### config.mk
export PLATFORM = sky130hd
export DESIGN_NAME = intr_arbiter
export DESIGN_NICKNAME = d
export VERILOG_FILES = /design/src/rtl/intr_arbiter.sv
export SDC_FILE = /design/constraint.sdc
export NUM_CORES = 1
export LEC_CHECK = 0
export CAP_MARGIN = 25
export CORE_ASPECT_RATIO = 1.1
export CORE_MARGIN = 2
export CORE_UTILIZATION = 43
export CTS_BUF_LIST = sky130_fd_sc_hd__clkbuf_4
export DETAILED_ROUTE_END_ITERATION = 6
export GPL_TIMING_DRIVEN = 0
export PLACE_DENSITY = 0.83
export SLEW_MARGIN = 10
export SYNTH_ARGS = -nofsm -noshare
export SYNTH_HDL_FRONTEND = slang
export SYNTH_SLANG_ARGS = --single-unit
### constraint.sdc
create_clock -name CLK -period 2.54 [get_ports CLK]
set_input_delay 0.508 -clock CLK [delete_from_list [all_inputs] [get_ports CLK]]
set_output_delay 0.508 -clock CLK [all_outputs]
set_load 0.03 [all_outputs]
### src/rtl/intr_arbiter.sv
// ============================================================================
// intr_arbiter : edge-latching interrupt arbiter with IOBUS register window
// Rev 1.0
// ============================================================================
`default_nettype none

module intr_arbiter #(
   parameter int          NUM_SRC   = 8,
   parameter logic [31:0] BASE_ADDR = 32'h1100_0100
) (
   input  logic               CLK,
   input  logic               RST,
   input  logic [NUM_SRC-1:0] IRQ_IN,
   input  logic               INT_TAKEN,
   input  logic [31:0]        IOBUS_ADDR,
   input  logic [31:0]        IOBUS_OUT,
   input  logic               IOBUS_WR,
   output logic [31:0]        IO_RD_DATA,
   output logic               INTR,
   output logic [4:0]         ACTIVE_ID
);

   localparam logic [1:0] OFF_ENABLE  = 2'd0;
   localparam logic [1:0] OFF_PENDING = 2'd1;
   localparam logic [1:0] OFF_ACTIVE  = 2'd2;
   localparam logic [1:0] OFF_EOI     = 2'd3;

   typedef enum logic [1:0] {
      S_IDLE    = 2'd0,
      S_REQ     = 2'd1,
      S_SERVICE = 2'd2
   } state_t;

   state_t             state_q, state_d;
   logic [NUM_SRC-1:0] enable_q, enable_d;
   logic [NUM_SRC-1:0] pending_q, pending_d;
   logic [NUM_SRC-1:0] irq_prev_q;
   logic [4:0]         active_id_q, active_id_d;
   logic               intr_q, intr_d;

   logic               w_in_window;
   logic [1:0]         w_offset;
   logic               w_wr_enable, w_wr_pending, w_wr_eoi;
   logic [NUM_SRC-1:0] w_wdata;
   logic [NUM_SRC-1:0] w_rise;
   logic [NUM_SRC-1:0] w_w1c_mask;
   logic [NUM_SRC-1:0] w_act_mask;
   logic [NUM_SRC-1:0] w_taken_clr;
   logic [NUM_SRC-1:0] w_eligible;
   logic [4:0]         w_winner;
   logic               w_active_ok;

   // Register window: 16 bytes, word-aligned accesses only.
   assign w_in_window  = (IOBUS_ADDR[31:4] == BASE_ADDR[31:4]) && (IOBUS_ADDR[1:0] == 2'b00);
   assign w_offset     = IOBUS_ADDR[3:2];
   assign w_wr_enable  = IOBUS_WR && w_in_window && (w_offset == OFF_ENABLE);
   assign w_wr_pending = IOBUS_WR && w_in_window && (w_offset == OFF_PENDING);
   assign w_wr_eoi     = IOBUS_WR && w_in_window && (w_offset == OFF_EOI);
   assign w_wdata      = NUM_SRC'(IOBUS_OUT);

   assign w_rise       = IRQ_IN & ~irq_prev_q;
   assign w_w1c_mask   = w_wr_pending ? w_wdata : '0;
   assign w_act_mask   = NUM_SRC'(1) << active_id_q;
   assign w_taken_clr  = ((state_q == S_REQ) && INT_TAKEN) ? w_act_mask : '0;

   // A fresh edge overrides any clear landing on the same bit in the same cycle.
   assign pending_d    = (pending_q & ~w_w1c_mask & ~w_taken_clr) | w_rise;
   assign enable_d     = w_wr_enable ? w_wdata : enable_q;

   assign w_eligible   = pending_q & enable_q;
   assign w_active_ok  = (|(pending_d & w_act_mask)) && (|(enable_d & w_act_mask));

   always_comb begin
      w_winner = '0;
      for (int i = NUM_SRC - 1; i >= 0; i--) begin
         if (w_eligible[i]) begin
            w_winner = 5'(i);
         end
      end
   end

   always_comb begin
      state_d     = state_q;
      active_id_d = active_id_q;
      case (state_q)
         S_IDLE: begin
            if (|w_eligible) begin
               state_d     = S_REQ;
               active_id_d = w_winner;
            end
         end
         S_REQ: begin
            if (INT_TAKEN) begin
               state_d = S_SERVICE;
            end else if (!w_active_ok) begin
               state_d     = S_IDLE;
               active_id_d = '0;
            end
         end
         S_SERVICE: begin
            if (w_wr_eoi && (IOBUS_OUT[4:0] == active_id_q)) begin
               state_d     = S_IDLE;
               active_id_d = '0;
            end
         end
         default: begin
            state_d     = S_IDLE;
            active_id_d = '0;
         end
      endcase
      intr_d = (state_d == S_REQ);
   end

   always_ff @(posedge CLK) begin
      if (RST) begin
         state_q     <= S_IDLE;
         enable_q    <= '0;
         pending_q   <= '0;
         irq_prev_q  <= '0;
         active_id_q <= '0;
         intr_q      <= 1'b0;
      end else begin
         state_q     <= state_d;
         enable_q    <= enable_d;
         pending_q   <= pending_d;
         irq_prev_q  <= IRQ_IN;
         active_id_q <= active_id_d;
         intr_q      <= intr_d;
      end
   end

   always_comb begin
      IO_RD_DATA = '0;
      if (w_in_window) begin
         case (w_offset)
            OFF_ENABLE:  IO_RD_DATA = 32'(enable_q);
            OFF_PENDING: IO_RD_DATA = 32'(pending_q);
            OFF_ACTIVE:  IO_RD_DATA = {26'b0, (state_q != S_IDLE), active_id_q};
            default:     IO_RD_DATA = '0;
         endcase
      end
   end

   assign INTR      = intr_q;
   assign ACTIVE_ID = active_id_q;

endmodule

`default_nettype wire

==> flow_summary.yaml, run 1 <==
finish:
  layout-drive-gt1-share: 0.245
  antenna_cells: 0
  post-route-util: 0.611
  area_growth_pct: 39.2
  fin_area_sq_mm: 0.00348
  layout.nets: 463
timing:
  tightest_slew_ps: 504
  min_period_over_period: 0.982
  finalSetupViolations: 0
  post-route-min-period_ps: 2490
  hold_viol: 0
  drv_slew: 0
  fmax_mhz: 401
  timing.slew.headroom: 0.664
  finClkSkew_ps: 11.8
global_routing:
  grt_pass1_wl_um: 12400
  grt-ovfl-total: 0
  track_usage: 0.239
  antenna_found_initial: 0
  grt_max_degree: 11
  grt_pass1_vias: 2520
place:
  port-buffer-count: 62
  dp_hpwl_um: 5850
  placedInstanceArea_sq_mm: 0.00331
  place.gp.congestion: 0.986
detailed_routing:
  drt-met1-wl_um: 2930
  viasPerCell: 5.54
  drc: 0
  drtIter0Drc: 256
  vias: 2577
  wl_per_cell_um: 16.6
  wirelength_um: 7710
  ant_nets: 0
  route.met2.wl_um: 3810
  dr_wl_met3_um: 777
  top_layer: "met4"
  drt-pass1-iter-count: 5
power:
  combPwrFrac: 0.261
  peakVddDrop_mv: 0.258
  switching_share: 0.313
  p_leak_uw: 0.00142
  p_clk_frac: 0.266
  p_per_area_mw_per_mm2: 307
  p_seq_frac: 0.473
  p_sw_uw: 335
  internal_power_uw: 734
floorplan:
  die_x_um: 76.7
  coreArea_sq_mm: 0.00570
  num_rows: 29
  ioPinCount: 114
  fp.dieH_um: 84.0
  die_area_sq_mm: 0.00644
  initial_core_util: 0.439
clocking:
  post_cts_hold_buffer_count: 0
  clk_latency_ps: 340
  cts.sinks: 30
  clk_pin_slew_ps: 100
  cts_made_buffers: 5
  cts_tree: "done"
  clk_path_buf_depth: 2
  root_buffer: "clkbuf_4"
  h-tree-depth: 2
worst_setup_path:
  crit_type: "in -> out"
  rr_worst_depth: 8
  slowest_delay_ps: 460
  reg2reg_to: "ACTIVE_ID[2]"
  crit_arrival_ps: 1990
  crit_chain: "clkdlybuf4s15_1 -> nor4_4 -> nand4_4 -> or3_4 -> nor2_4 -> buf_6"
  crit_path_start_kind: "primary input"
  r2r_start: "ACTIVE_ID[0]"
  ff2ff_setup_slack_ps: 250
  endpoint_kind: "output port"
  cp_max_fo: 4
  cp.required_ps: 2030
  slowest_stage: "or3_4"
synthesis:
  synth_cell_type_count: 65
  async_reset_ff_frac: 0
  synth-edff-count: 0
  netlist_area_sq_mm: 0.00250
  postSynthAreaPerCell_sq_um: 8.77
  synth-seq-area-share: 0.240
  syn_inst: 285
  synth_flop_cell: "dfxtp_1"
  ys_ff_latch: 30
  synth_warnings: 0
outcome:
  status: "finished, final reports clean"
hold_path:
  hold_end: "pending_q[2]"
  hold_class: "reg -> reg"
  min_path_cells: 3
  hold_start: "irq_prev_q[2]"
job:
  max-cap-violations: 0
power groups by stage:
| stage | logic, uW | clock network, uW | registers (uW) |
|---|---|---|---|
| 2_1_floorplan | 163 | 0 | 508 |
| 3_3_place_gp | 276 | 0 | 514 |
| 3_5_place_dp | 281 | 0 | 515 |
| 4_1_cts | 274 | 289 | 504 |
| 5_1_grt | 298 | 312 | 507 |
| 6_report | 279 | 284 | 506 |
per-stage QoR:
stage	TNS (ps)	instances	setup WS (ps)	hold WS, ps	power, uW
2_1_floorplan	0	310	79.4	474	672
3_3_place_gp	-7110	449	-844	489	791
3_5_place_dp	-7700	449	-874	499	796
4_1_cts	0	463	0.287	521	1070
5_1_grt	-1.23	465	-1.23	552	1120
6_report	0	465	46.9	513	1070
placed cells by master (no fill, tap or decap), types with 3 or more instances in the layout:
master            n
mux2i_1          19
buf_2             3
nand3_1           9
a22oi_1           6
clkbuf_4          7
nand2_1          18
conb_1           26
dlygate4sd2_1    18
xnor2_1           3
buf_6             6
nand3b_1          4
a31oi_1           3
o31ai_1           4
clkdlybuf4s15_1   6
nor4_4            5
o211ai_1          4
a21oi_1          14
o21ai_0           7
nand4_1           5
nor2_1           19
nor3_1            6
dlymetal6s2s_1    4
inv_1             6
nor2_4            4
dfxtp_1          30
buf_4            39
nor2b_1           9
clkdlybuf4s50_1  26
nor4b_4           3
clkbuf_8          4
nand2b_1         14
repair_timing:
item                                    CTS  global route
endpoints found under the setup margin    9            12
hold endpoints to repair                  0             0
buffers inserted                          6             2
pin swaps                                14            11
resized for setup                        84            21
cells in the mapped netlist, types with 3 or more instances:
cell type | n | area share
nor3_1 | 6 | 0.012
a31oi_1 | 3 | 0.0075
o21ai_0 | 7 | 0.014
a22oi_1 | 6 | 0.018
nand3_1 | 9 | 0.018
a21oi_1 | 14 | 0.028
nand2_1 | 18 | 0.027
inv_1 | 6 | 0.0090
nor2b_1 | 10 | 0.025
nand2b_1 | 14 | 0.035
o211ai_1 | 4 | 0.012
nor2_1 | 24 | 0.036
buf_4 | 29 | 0.087
xnor2_1 | 3 | 0.011
nand3b_1 | 4 | 0.012
mux2i_1 | 19 | 0.076
clkbuf_8 | 4 | 0.022
nand4_1 | 5 | 0.013
o31ai_1 | 4 | 0.012
nor4_4 | 4 | 0.034
dfxtp_1 | 30 | 0.24
per-layer routing:
metal / vias to the layer above / track usage
met5: - / 0
met4: 0 / 0.0926
met3: 27 / 0.0671
met2: 155 / 0.410
met1: 1186 / 0.281
li1: 1209 / -
worst max-delay path: cells and delay by family:
kind / cells / cell delay [ps]
buffers and inverters: 2 / 340
AND/OR/NAND/NOR: 4 / 1140
flip-flops by register name, summed over array words and instances (netlist names):
| name | count |
|---|---|
| ACTIVE_ID | 3 |
| irq_prev_q | 8 |
| enable_q | 8 |
| INTR | 1 |
| state_q | 2 |
| pending_q | 8 |
worst max path at each step:
stage | start | to | cells past startpoint
3_5_place_dp | IOBUS_ADDR[30] | IO_RD_DATA[4] | 6
4_1_cts | IOBUS_ADDR[15] | IO_RD_DATA[6] | 6
2_1_floorplan | IOBUS_ADDR[22] | IO_RD_DATA[3] | 4
6_report | IOBUS_ADDR[18] | IO_RD_DATA[3] | 6
5_1_grt | IOBUS_ADDR[2] | IO_RD_DATA[5] | 7
3_3_place_gp | IOBUS_ADDR[30] | IO_RD_DATA[6] | 6
cell type report:
type                       count  area (sq um)
clock buffer                   6          45.0
sequential                    30           601
clock inverter                 2          8.76
tap                           77          96.3
timing repair buffer          70           658
multi-input combinational    232          1710
fill                         521          2220
buffer                        40           330
inverter                       8          30.0
logic make-up after synthesis:
family | count (synthesis) | share of synthesized area
flops | 30 | 0.240
mux | 21 | 0.0866
xor+xnor | 3 | 0.0105
compound gates | 62 | 0.188
other cells | 1 | 0.00150
simple gates | 120 | 0.330
buf+inv | 48 | 0.143
Note: power is estimated with default switching activity, not from simulation.
==> run 2: changes to the inputs <==
CAP_MARGIN = not set   (was 25)
==> results of run 2 <==
No change in the layout: final DEF, timing and power equal those of run 1.
==> run 3: changes to the inputs <==
CTS_CLUSTER_DIAMETER = 200   (was not set)
HOLD_SLACK_MARGIN = 0.02   (was not set)
==> results of run 3 <==
No change in the layout: final DEF, timing and power equal those of run 1.
